[src/rtl/gate_seq_pkg.sv]
// Shared state encoding and standard 2-input truth tables for the gate sequencer.
package gate_seq_pkg;

   localparam logic [1:0] IDLE   = 2'd0;
   localparam logic [1:0] SETTLE = 2'd1;
   localparam logic [1:0] SAMPLE = 2'd2;
   localparam logic [1:0] FINISH = 2'd3;

   typedef enum logic [1:0] {
      ST_IDLE   = IDLE,
      ST_SETTLE = SETTLE,
      ST_SAMPLE = SAMPLE,
      ST_FINISH = FINISH
   } state_e;

   localparam logic [3:0] TT_AND2  = 4'b1000;
   localparam logic [3:0] TT_OR2   = 4'b1110;
   localparam logic [3:0] TT_XOR2  = 4'b0110;
   localparam logic [3:0] TT_NAND2 = 4'b0111;
   localparam logic [3:0] TT_NOR2  = 4'b0001;
   localparam logic [3:0] TT_XNOR2 = 4'b1001;

endpackage

[src/rtl/gate_seq_ctrl_if.sv]
// Stimulus/result bundle between the sequencer (slave) and the lab harness (master).
interface gate_seq_ctrl_if #(
   parameter int N_IN = 2
);
   logic            start;
   logic            gate_y;
   logic [N_IN-1:0] vec_out;
   logic            busy;
   logic            done;
   logic            pass;
   logic [N_IN:0]   err_count;

   modport master (
      output start, gate_y,
      input  vec_out, busy, done, pass, err_count
   );

   modport slave (
      input  start, gate_y,
      output vec_out, busy, done, pass, err_count
   );
endinterface

[src/rtl/gate_seq_timer.sv]
// Per-vector settle counter: cleared on vector change, counts while settling,
// flags the last settle cycle.
module gate_seq_timer #(
   parameter int HOLD_CYCLES = 4
) (
   input  logic clk,
   input  logic rst_n,
   input  logic clr_i,
   input  logic en_i,
   output logic tc_o
);
   localparam int               CNT_W   = $clog2(HOLD_CYCLES + 1);
   localparam logic [CNT_W-1:0] CNT_ONE = CNT_W'(1);
   localparam logic [CNT_W-1:0] TC_VAL  = CNT_W'(HOLD_CYCLES - 1);

   logic [CNT_W-1:0] cnt_q;
   logic [CNT_W-1:0] cnt_d;

   // Next count: clear wins over enable.
   always_comb begin
      cnt_d = cnt_q;
      if (clr_i) begin
         cnt_d = '0;
      end else if (en_i) begin
         cnt_d = cnt_q + CNT_ONE;
      end else begin
         cnt_d = cnt_q;
      end
   end

   // Counter register.
   always_ff @(posedge clk or negedge rst_n) begin
      if (!rst_n) begin
         cnt_q <= '0;
      end else begin
         cnt_q <= cnt_d;
      end
   end

   assign tc_o = (cnt_q == TC_VAL);

endmodule

[src/rtl/gate_seq_ctrl.sv]
// Exhaustive self-checking sequencer for one N_IN-input gate.
// Optional build macro GATE_SEQ_STOP_ON_FAIL_EN: end the run at the first mismatch.
module gate_seq_ctrl
   import gate_seq_pkg::*;
#(
   parameter int                    N_IN        = 2,
   parameter int                    HOLD_CYCLES = 4,
   parameter logic [2**N_IN-1:0]    TRUTH       = TT_AND2
) (
   input logic              clk,
   input logic              rst_n,
   gate_seq_ctrl_if.slave   bus
);
   localparam logic [N_IN-1:0] VEC_LAST = {N_IN{1'b1}};
   localparam logic [N_IN-1:0] VEC_ONE  = N_IN'(1);
   localparam logic [N_IN:0]   ERR_ONE  = (N_IN + 1)'(1);

   state_e          state_q;
   logic [N_IN-1:0] vec_q;
   logic [N_IN:0]   err_q;
   logic            busy_q;
   logic            done_q;
   logic            pass_q;
   logic            term_q;
   logic            tc_s;
   logic            mismatch_s;
   logic            stop_s;

   assign mismatch_s = (bus.gate_y != TRUTH[vec_q]);

`ifdef GATE_SEQ_STOP_ON_FAIL_EN
   assign stop_s = (vec_q == VEC_LAST) || mismatch_s;
`else
   assign stop_s = (vec_q == VEC_LAST);
`endif

   gate_seq_timer #(
      .HOLD_CYCLES(HOLD_CYCLES)
   ) u_timer (
      .clk   (clk),
      .rst_n (rst_n),
      .clr_i (((state_q == ST_IDLE) && bus.start) || (state_q == ST_SAMPLE)),
      .en_i  (state_q == ST_SETTLE),
      .tc_o  (tc_s)
   );

   // Sequencer FSM with registered outputs. A terminating SAMPLE spends one
   // extra cycle (term_q) so FINISH computes pass from the settled err count.
   always_ff @(posedge clk or negedge rst_n) begin
      if (!rst_n) begin
         state_q <= ST_IDLE;
         vec_q   <= '0;
         err_q   <= '0;
         busy_q  <= 1'b0;
         done_q  <= 1'b0;
         pass_q  <= 1'b0;
         term_q  <= 1'b0;
      end else begin
         case (state_q)
            ST_IDLE: begin
               done_q <= 1'b0;
               if (bus.start) begin
                  state_q <= ST_SETTLE;
                  vec_q   <= '0;
                  err_q   <= '0;
                  pass_q  <= 1'b0;
                  busy_q  <= 1'b1;
                  term_q  <= 1'b0;
               end
            end
            ST_SETTLE: begin
               if (tc_s) begin
                  state_q <= ST_SAMPLE;
               end
            end
            ST_SAMPLE: begin
               if (term_q) begin
                  state_q <= ST_FINISH;
                  done_q  <= 1'b1;
                  pass_q  <= (err_q == '0);
               end else begin
                  if (mismatch_s) begin
                     err_q <= err_q + ERR_ONE;
                  end
                  if (stop_s) begin
                     term_q <= 1'b1;
                  end else begin
                     vec_q   <= vec_q + VEC_ONE;
                     state_q <= ST_SETTLE;
                  end
               end
            end
            ST_FINISH: begin
               state_q <= ST_IDLE;
               done_q  <= 1'b0;
               busy_q  <= 1'b0;
               term_q  <= 1'b0;
            end
            default: begin
               state_q <= ST_IDLE;
               busy_q  <= 1'b0;
               done_q  <= 1'b0;
            end
         endcase
      end
   end

   assign bus.vec_out   = vec_q;
   assign bus.err_count = err_q;
   assign bus.busy      = busy_q;
   assign bus.done      = done_q;
   assign bus.pass      = pass_q;

endmodule
[src/flat_wrapper.sv]
// flat-port wrapper written by rule: the top's interface ports become plain ports
module gate_seq_ctrl_flat import gate_seq_pkg::*;
#(
   parameter int                    N_IN        = 2,
   parameter int                    HOLD_CYCLES = 4,
   parameter logic [2**N_IN-1:0]    TRUTH       = TT_AND2
)
  (clk, rst_n, bus_start, bus_gate_y, bus_vec_out, bus_busy, bus_done, bus_pass, bus_err_count);
  gate_seq_ctrl_if #(.N_IN(N_IN)) bus_i ();
  input logic clk;
  input logic rst_n;
  input wire logic [$bits(bus_i.start)-1:0] bus_start;
  input wire logic [$bits(bus_i.gate_y)-1:0] bus_gate_y;
  output wire logic [$bits(bus_i.vec_out)-1:0] bus_vec_out;
  output wire logic [$bits(bus_i.busy)-1:0] bus_busy;
  output wire logic [$bits(bus_i.done)-1:0] bus_done;
  output wire logic [$bits(bus_i.pass)-1:0] bus_pass;
  output wire logic [$bits(bus_i.err_count)-1:0] bus_err_count;
  assign bus_i.start = bus_start;
  assign bus_i.gate_y = bus_gate_y;
  assign bus_vec_out = bus_i.vec_out;
  assign bus_busy = bus_i.busy;
  assign bus_done = bus_i.done;
  assign bus_pass = bus_i.pass;
  assign bus_err_count = bus_i.err_count;
  gate_seq_ctrl #(.N_IN(N_IN), .HOLD_CYCLES(HOLD_CYCLES), .TRUTH(TRUTH)) u_core (.clk(clk), .rst_n(rst_n), .bus(bus_i));
endmodule
[config.mk]
export PLATFORM = sky130hd
export DESIGN_NAME = gate_seq_ctrl_flat
export DESIGN_NICKNAME = d
export VERILOG_FILES = /design/src/rtl/gate_seq_pkg.sv /design/src/rtl/gate_seq_ctrl_if.sv /design/src/rtl/gate_seq_timer.sv /design/src/rtl/gate_seq_ctrl.sv /design/src/flat_wrapper.sv
export SDC_FILE = /design/constraint.sdc
export NUM_CORES = 1
export LEC_CHECK = 0
export ABC_AREA = 1
export CORE_ASPECT_RATIO = 1.1
export CORE_MARGIN = 3
export CORE_UTILIZATION = 40
export CTS_CLUSTER_SIZE = 25
export DETAILED_ROUTE_END_ITERATION = 12
export PLACE_DENSITY_LB_ADDON = 0.25
export SYNTH_ARGS = -nofsm -noshare
export SYNTH_HDL_FRONTEND = slang
export SYNTH_HIERARCHICAL = 1
export SYNTH_SLANG_ARGS = --single-unit
export TNS_END_PERCENT = 5
[constraint.sdc]
create_clock -name clk -period 4.3 [get_ports clk]
set_input_delay 0.645 -clock clk [delete_from_list [all_inputs] [get_ports clk]]
set_output_delay 0.645 -clock clk [all_outputs]
set_load 0.03 [all_outputs]
==> impl.org, run 1 <==
** Worst hold path
- Hold Path Class :: register to register

** STA
- Setup repair after global routing left no endpoint under its margin.
- Final period demand of the worst path :: 2.06 ns
- Worst hold slack :: 0.486 ns
- Static timing analysis puts the maximum clock frequency at 485 MHz.
- # setup viols final :: 0
- Final count of hold timing violations :: 0
- Adding up every negative setup slack in the final design gives 0 ns.
- The max-slew violation count came to 0.
- Slew at the pin with the worst max-slew slack :: 0.624 ns
- Max transition margin :: 0.583
- On the final layout, the worst clock skew is 0.00193 ns.
- In the finished design, the share of the clock period the worst path needs comes to 0.480.

** Final layout
- NumNets Final :: 143
- For this run, the share of the core covered by cells in the final layout is 0.513.
- From synthesis to final layout, the design area changed by 19.1%.
- The sequential cells in the finished layout cover a total of 350 um^2.
- The multi-input combinational cells in the finished layout cover a total of 450 um^2.
- Area of all placed cells without fillers :: 0.00105 mm^2
- In the final layout, the share of cells above drive strength 1 is 0.0945.
- Antenna Cells :: 0
- Number of fill cells in the layout :: 213

** Clock network
- CTS Hold Bufs :: 0
- In this run the post-CTS setup repair buffer count came out at 0.
- The tree is rooted in a sky130_fd_sc_hd__clkbuf_4.
- CTS clock-pin slew for the worst setup and hold paths :: 0.08 ns
- Sinks on the clock net :: 14
- Clock latency on the worst-skew pair, taken at its later pin, is 0.27 ns.
- In this run the number of H-tree levels came out at 1.
- Number of clock buffers inserted by TritonCTS :: 3
- In this run, post-CTS repair resized a total of 0 instances.
- TritonCTS built the clock tree.
- Longest Clk Path Bufs :: 2

** Place
- Detailed placement finished with a half-perimeter wire length of 1250 um.
- Buffers on Ports :: 11
- The placed instances occupy a cell area of 0.00102 mm^2.
- RD Place Congestion :: 0.817

** Worst setup path
- Among all stages on the critical path, the largest delay is contributed by sky130_fd_sc_hd__clkdlybuf4s50_1.
- Ordered list of cells on the worst path :: clkdlybuf4s50_1
- By startpoint and endpoint, the worst setup path is classified as register to output port.
- Capture point of the worst reg-to-reg path :: u_core/state_q[0]
- STA puts the critical path data required time at 3.65 ns.
- Max Fanout on Critical Path :: 5
- The worst register-to-register path begins at u_core/state_q[0].
- Delay contributed by the slowest stage of the critical path :: 0.71 ns
- In this run the worst setup path begins at u_core/bus.err_count[0].
- Depth of the most critical reg-to-reg path :: 9
- Register-to-Register Setup Slack :: 2.71 ns
- STA classifies the critical path endpoint as an output port.
- STA puts the critical path data arrival time at 1.42 ns.
- Startpoint type of the worst setup path :: register
- End point of the critical path :: bus_err_count[0]
- Together, buffers and inverters on the worst path number 1.
- On the critical path the largest part of the delay comes from buffers and inverters.
- In this run the number of cells on the critical path is 1.

** Pwr
- Dividing total power by cell area gives a power density of 556 mW/mm^2.
- IR analysis of the VDD net gives a maximum drop of 0.000251 V.
- The analysis attributes to cell leakage a power of 0.581 nW.

** Yosys
- Share of synthesized area occupied by flip-flops and latches :: 0.398
- In this run, distinct cell masters in the synthesized netlist total 17.
- Top cell types by occurrence after synthesis :: sky130_fd_sc_hd__nand2_1 (38), sky130_fd_sc_hd__inv_1 (19), sky130_fd_sc_hd__dfrtp_1 (14)
- After synthesis, the share of flip-flops with an asynchronous set or reset is 1.00.
- Of the post-synthesis cell area, the dominant cell type holds 0.398.
- The cell count after synthesis came out at 113.
- In the synthesized netlist the dominant register cell turns out to be sky130_fd_sc_hd__dfrtp_1.
- Synth Register Bits :: 14
- Top cells by area in the synthesized netlist :: sky130_fd_sc_hd__dfrtp_1 (40%), sky130_fd_sc_hd__nand2_1 (16%), sky130_fd_sc_hd__ha_1 (14%)
- Synthesized area :: 880 um^2
- When the netlist entered floorplanning its net count stood at 127.
- By instance count, the leading cell after synthesis is sky130_fd_sc_hd__nand2_1.
- EDFF count, synth :: 0
- The biggest area contributor in the post-synthesis netlist is sky130_fd_sc_hd__dfrtp_1.
- During synthesis, Yosys emitted a total of 6 warnings.
- Dividing the synthesized area by the synthesized cell count gives 7.78 um^2.

** Floorplanning
- Number of ports placed on the die boundary :: 12
- After floorplanning, the core was divided into 17 placement rows.
- Placeable core region :: 0.00204 mm^2
- For this configuration, the core starts out at a cell density of 0.431.
- In this run the vertical extent of the chip is 55.2 um.
- The floorplan step set the die width to 50.7 um.
- Area enclosed by the die boundary :: 0.00280 mm^2

** Detailed routing
- For this block, the routed nets add up to 1650 um of wire.
- The first routing iteration left 10 violations.
- The final route contains 705 vias.
- Number of design rule violations left after detail routing :: 0
- In this run the remaining antenna-violating nets after routing total 0.
- Routed via count divided by cell count :: 4.55
- Number of search-and-repair iterations in the first detailed-routing pass :: 4
- Average routed wire per standard cell :: 10.6 um

** Run
- Max-cap violations in this run came to 0.

** Global routing
- Number of global-route vias before repair :: 664
- Pin count of the biggest net entering global routing :: 15
- Global Route Usage Sum :: 0.132
- Total gr overflow :: 0
- The number of antenna violations at the first check in global routing was 0.
- Wire length of the first global-routing pass :: 2680 um

** Status
- Result of the run :: completed
logic make-up (layout without fill, tap and decap cells):
kind of cell | after synthesis | in the layout | share of synthesized area
adders and majority gates | 10 | 10 | 0.142
and+or+nand+nor | 58 | 58 | 0.312
AOI/OAI and AO/OA | 10 | 10 | 0.0583
buffers and inverters | 21 | 35 | 0.0896
DFF | 14 | 14 | 0.398
power breakdown:
| group | switching (mW) | total [mW] | internal [mW] |
|---|---|---|---|
| Combinational | 0.202 | 0.319 | 0.117 |
| Clock | 0.0408 | 0.0732 | 0.0324 |
| Sequential | 0.0281 | 0.190 | 0.162 |
flip-flops by register name, indices dropped and copies added (netlist names):
register and cells:
u_core/bus.vec_out 2, u_core/bus.done 1, u_core/u_timer/cnt_q 3, u_core/state_q 2, u_core/bus.err_count 3, u_core/bus.pass 1
u_core/term_q 1, u_core/bus.busy 1
worst reg2reg max path, stage by stage, from the launching register on:
cell and delay, ns:
sky130_fd_sc_hd__dfrtp_1 0.43, sky130_fd_sc_hd__inv_1 0.13, sky130_fd_sc_hd__ha_1 0.32, sky130_fd_sc_hd__inv_2 0.13, sky130_fd_sc_hd__nor2_2 0.15, sky130_fd_sc_hd__nand2_1 0.09
sky130_fd_sc_hd__inv_1 0.07, sky130_fd_sc_hd__nor2_1 0.06, sky130_fd_sc_hd__nand2_1 0.07, sky130_fd_sc_hd__nand2_1 0.05
worst min path at each step:
stage | from | endpoint | slack (ns) | depth (start not counted)
4_1_cts | u_core/u_timer/cnt_q[2] | u_core/u_timer/cnt_q[2] | 0.49 | 2
5_1_grt | u_core/u_timer/cnt_q[2] | u_core/u_timer/cnt_q[2] | 0.51 | 2
6_report | u_core/u_timer/cnt_q[2] | u_core/u_timer/cnt_q[2] | 0.49 | 2
3_5_place_dp | u_core/u_timer/cnt_q[2] | u_core/u_timer/cnt_q[2] | 0.47 | 2
2_1_floorplan | rst_n | u_core/bus.busy | 0.35 | 0
3_3_place_gp | u_core/u_timer/cnt_q[1] | u_core/u_timer/cnt_q[1] | 0.46 | 2
layout make-up:
cell class	count	area share
multi-input combinational	78	0.430
clock buffer	3	0.0215
sequential	14	0.335
timing repair buffer	11	0.105
inverter	21	0.0753
tap	28	0.0335
cell usage in the layout (no fill, tap or decap):
cell type and count:
sky130_fd_sc_hd__o22ai_1 1, sky130_fd_sc_hd__nor2_2 2, sky130_fd_sc_hd__clkbuf_4 3, sky130_fd_sc_hd__nand3_1 7
sky130_fd_sc_hd__or2_2 1, sky130_fd_sc_hd__o21ai_1 5, sky130_fd_sc_hd__or2_0 1, sky130_fd_sc_hd__nor2_8 1
sky130_fd_sc_hd__ha_1 10, sky130_fd_sc_hd__inv_2 2, sky130_fd_sc_hd__nand2_4 2, sky130_fd_sc_hd__dfrtp_1 14
sky130_fd_sc_hd__clkdlybuf4s50_1 11, sky130_fd_sc_hd__inv_1 19, sky130_fd_sc_hd__nor2_1 4, sky130_fd_sc_hd__nand2_1 38
sky130_fd_sc_hd__nand3b_1 1, sky130_fd_sc_hd__o21ai_0 4, sky130_fd_sc_hd__nand2_2 1
layer usage:
layer,GRT usage,share of wire
met1,0.150,0.48
met2,0.230,0.48
met3,0.0268,0.027
met4,0.0807,0.0097
met5,0,0
stage by stage:
step	total power [mW]	instances	worst slack, ns
6_report	0.582	155	2.24
4_1_cts	0.589	155	2.21
3_3_place_gp	0.503	152	2.50
2_1_floorplan	0.432	113	2.94
3_5_place_dp	0.510	152	2.46
5_1_grt	0.638	155	2.16
(Power assumes the default switching activity.)
==> run 2: changes to the inputs <==
==> constraint.sdc (replaced) <==
create_clock -name clk -period 2.1 [get_ports clk]
set_input_delay 0.315 -clock clk [delete_from_list [all_inputs] [get_ports clk]]
set_output_delay 0.315 -clock clk [all_outputs]
set_load 0.03 [all_outputs]
==> run 2 against run 1 <==
  * Hold slack lost 0.063 ns
  * Combinational power is 100% higher
  * Sequential share of layout area down 0.43 points
  * Wire length down 4.3%
  * Register-to-register slack worse by 2.1 ns
  * Sequential power is 100% higher
  * Worst setup slack got worse by 1.9 ns
  * Critical endpoint unchanged
==> impl.org, run 2 (synthesis results as in run 1) <==
** Worst setup path
- Gate family responsible for the most delay along the worst path :: buffers and inverters (unchanged)
- The launching element type of the critical path is a register (unchanged).
- The critical path capture point type is an output port (unchanged).
- Req. time, crit path :: 1.78 ns (was 3.65 ns)
- Data arrival, critical path :: 1.42 ns (about the same)
- Cell type of the slowest stage on the worst timing path :: sky130_fd_sc_hd__clkdlybuf4s50_1 (unchanged)
- Max Fanout on Critical Path :: 5 (unchanged)
- Ordered list of cells on the worst path: clkdlybuf4s50_1 (unchanged).
- Setup CP Type :: register to output port (unchanged)
- The number of buffers and inverters on the critical path was 1 (unchanged).
- The delay of the slowest cell on the worst path was 0.70 ns (was 0.71 ns).

** Floorplanning
- Die Wd :: 50.7 um (unchanged)
- The number of top-level pins is 12 (unchanged).
- Area enclosed by the die boundary :: 0.00280 mm^2 (unchanged)
- # rows :: 17 (unchanged)
- The starting density of the core came to 0.431 (unchanged).
- The height of the die came to 55.2 um (unchanged).
- Placeable core region :: 0.00204 mm^2 (unchanged)

** Final layout
- Final cell utilization of the core :: 0.520 (was 0.513)
- The fraction of layout cells with a size suffix above 1 is 0.102 (was 0.0945).
- Leading cell type in the layout, fill and taps excluded :: sky130_fd_sc_hd__nand2_1 (unchanged)
- NumNets Final :: 143 (unchanged)
- Antenna Cells :: 0 (unchanged)
- Commonest non-fill, non-tap cells in the layout :: sky130_fd_sc_hd__nand2_1 (38), sky130_fd_sc_hd__inv_1 (19), sky130_fd_sc_hd__dfrtp_1 (14) (unchanged)
- Number of fill cells in the layout :: 210 (was 213)
- The layout overhead on the synthesized area was 20.6% (was 19.1%).
- The post-layout instance area came to 0.00106 mm^2 (was 0.00105 mm^2).

** Place
- The weighted congestion reported at the end of routability-driven placement is 0.881 (was 0.817).
- The detailed placer's ending HPWL is 1250 um (about the same).
- Cell Area, Placed :: 0.00102 mm^2 (unchanged)
- The number of I/O port buffers was 11 (unchanged).

** STA
- Final count of hold timing violations :: 0 (unchanged)
- Post-route clock skew :: 0.00136 ns (was 0.00193 ns)
- The final setup violation count came to 0 (unchanged).
- Setup repair after global routing missed its margin: no (unchanged).
- Final worst path period share :: 0.827
- Worst hold slack :: 0.423 ns (was 0.486 ns)
- The sum of negative setup slack is 0 ns (unchanged).
- The worst path in the final design needs a cycle of 1.74 ns, including I/O delays and setup.
- The slew of the pin with the lowest slew margin came to 0.633 ns (was 0.624 ns).
- Max transition margin :: 0.577 (was 0.583)
- Timing would allow up to 576 MHz.
- Max-slew violation count :: 0 (unchanged)

** Pwr
- Sequential Power Share :: 0.315 (was 0.327)
- Worst ir drop on vdd :: 0.000616 V (was 0.000251 V)
- Proportion of power drawn by the clock network :: 0.160 (was 0.126)
- Power density over cell area :: 1160 mW/mm^2 (was 556 mW/mm^2)
- The standby leakage power was 0.588 nW (was 0.581 nW).
- Share of total power consumed by net switching :: 0.450 (was 0.465)
- Logic pwr share :: 0.526 (was 0.547)
- Internal power of the cells :: 677 uW (was 311 uW)
- The reported net switching power came to 554 uW (was 271 uW).

** Global routing
- The global-route wire length before repair came to 2860 um (was 2680 um).
- Total gr overflow :: 0 (unchanged)
- The total global routing track utilization was 0.140 (was 0.132).
- The maximum number of pins on one net before global-route repair is 15 (unchanged).
- Number of global-route vias before repair :: 681 (was 664)
- Number of antenna violations at the first check in global routing :: 0 (unchanged)

** Clock network
- The number of gates resized after cts came to 0 (unchanged).
- The post-cts hold buffer count is 0 (unchanged).
- Number of buffers inserted by post-CTS setup repair :: 0 (unchanged)
- The clock-pin slew on the worst setup and hold paths was 0.09 ns (was 0.08 ns).
- TritonCTS clock tree :: done (unchanged)
- Number of clock buffers inserted by TritonCTS :: 3 (unchanged)
- Longest Clk Path Bufs :: 2 (unchanged)
- H-tree Lvls :: 1 (unchanged)
- Clock tree root driver cell :: sky130_fd_sc_hd__clkbuf_4 (unchanged)
- Sinks on the clock net :: 14 (unchanged)
- The clock network latency to the later pin of the worst-skew pair is 0.28 ns (was 0.27 ns).

** Detailed routing
- Routed via count divided by cell count :: 4.42 (was 4.55)
- Via count :: 689 (was 705)
- 1st-iter DRT viols :: 8 (was 10)
- The total length of routed wires came to 1580 um (was 1650 um).
- Average routed wire per standard cell :: 10.1 um (was 10.6 um)
- The number of optimization iterations in the first detailed-route pass came to 4 (unchanged).
- The remaining design rule violation count was 0 (unchanged).
- The number of nets with antenna violations after detailed routing came to 0 (unchanged).

** Worst hold path
- Hold Path Class :: input pin to asynchronous set/reset pin (was register to register)

** Status
- Result of the run: completed (unchanged).

** Run
- Number of maximum-capacitance violations :: 0 (unchanged)
## run 2: cell count changes in the layout (fill, tap and decap cells not counted)
| cell | delta |
|---|---|
| sky130_fd_sc_hd__clkbuf_8 | +1 |
## run 2: final timing paths
kind	depth (start not counted)	start	endpoint	slack, ns
setup reg to reg	9	u_core/state_q[0]	u_core/bus.err_count[1]	0.60
max in group asynchronous	1	rst_n	u_core/u_timer/cnt_q[0]	1.27
min in group clk	2	u_core/u_timer/cnt_q[2]	u_core/u_timer/cnt_q[2]	0.48
setup / recovery	1	u_core/bus.err_count[0]	bus_err_count[0]	0.36
hold / removal	1	rst_n	u_core/u_timer/cnt_q[2]	0.42
hold reg to reg	2	u_core/u_timer/cnt_q[2]	u_core/u_timer/cnt_q[2]	0.48
## run 2: stage by stage
step	setup WS, ns	std cells	power (mW)
final	0.363	156	1.23
after global routing	0.300	156	1.36
after CTS	0.340	156	1.25
after detailed placement	0.601	152	1.04
after global placement	0.610	152	1.03
after floorplan	0.743	113	0.884
## run 2: layer usage
layer	GRT usage	vias to the layer above	share of wire
li1	-	373	-
met1	0.168	306	0.49
met2	0.235	8	0.47
met3	0.0375	2	0.027
met4	0.0717	0	0.0063
met5	0	-	0
## run 2: power groups by stage
stage | clock, mW | sequential [mW] | combinational (mW)
after detailed placement | 0 | 0.395 | 0.649
after CTS | 0.207 | 0.389 | 0.653
final | 0.196 | 0.388 | 0.647
after global placement | 0 | 0.390 | 0.642
after global routing | 0.224 | 0.400 | 0.734
after floorplan | 0 | 0.434 | 0.450
## run 2: layout make-up
class                      instances  area (um^2)  area share
inverter                          21         78.8      0.0743
sequential                        14          350       0.330
clock buffer                       4         36.3      0.0342
tap                               28         35.0      0.0330
timing repair buffer              11          110       0.104
multi-input combinational         78          450       0.425
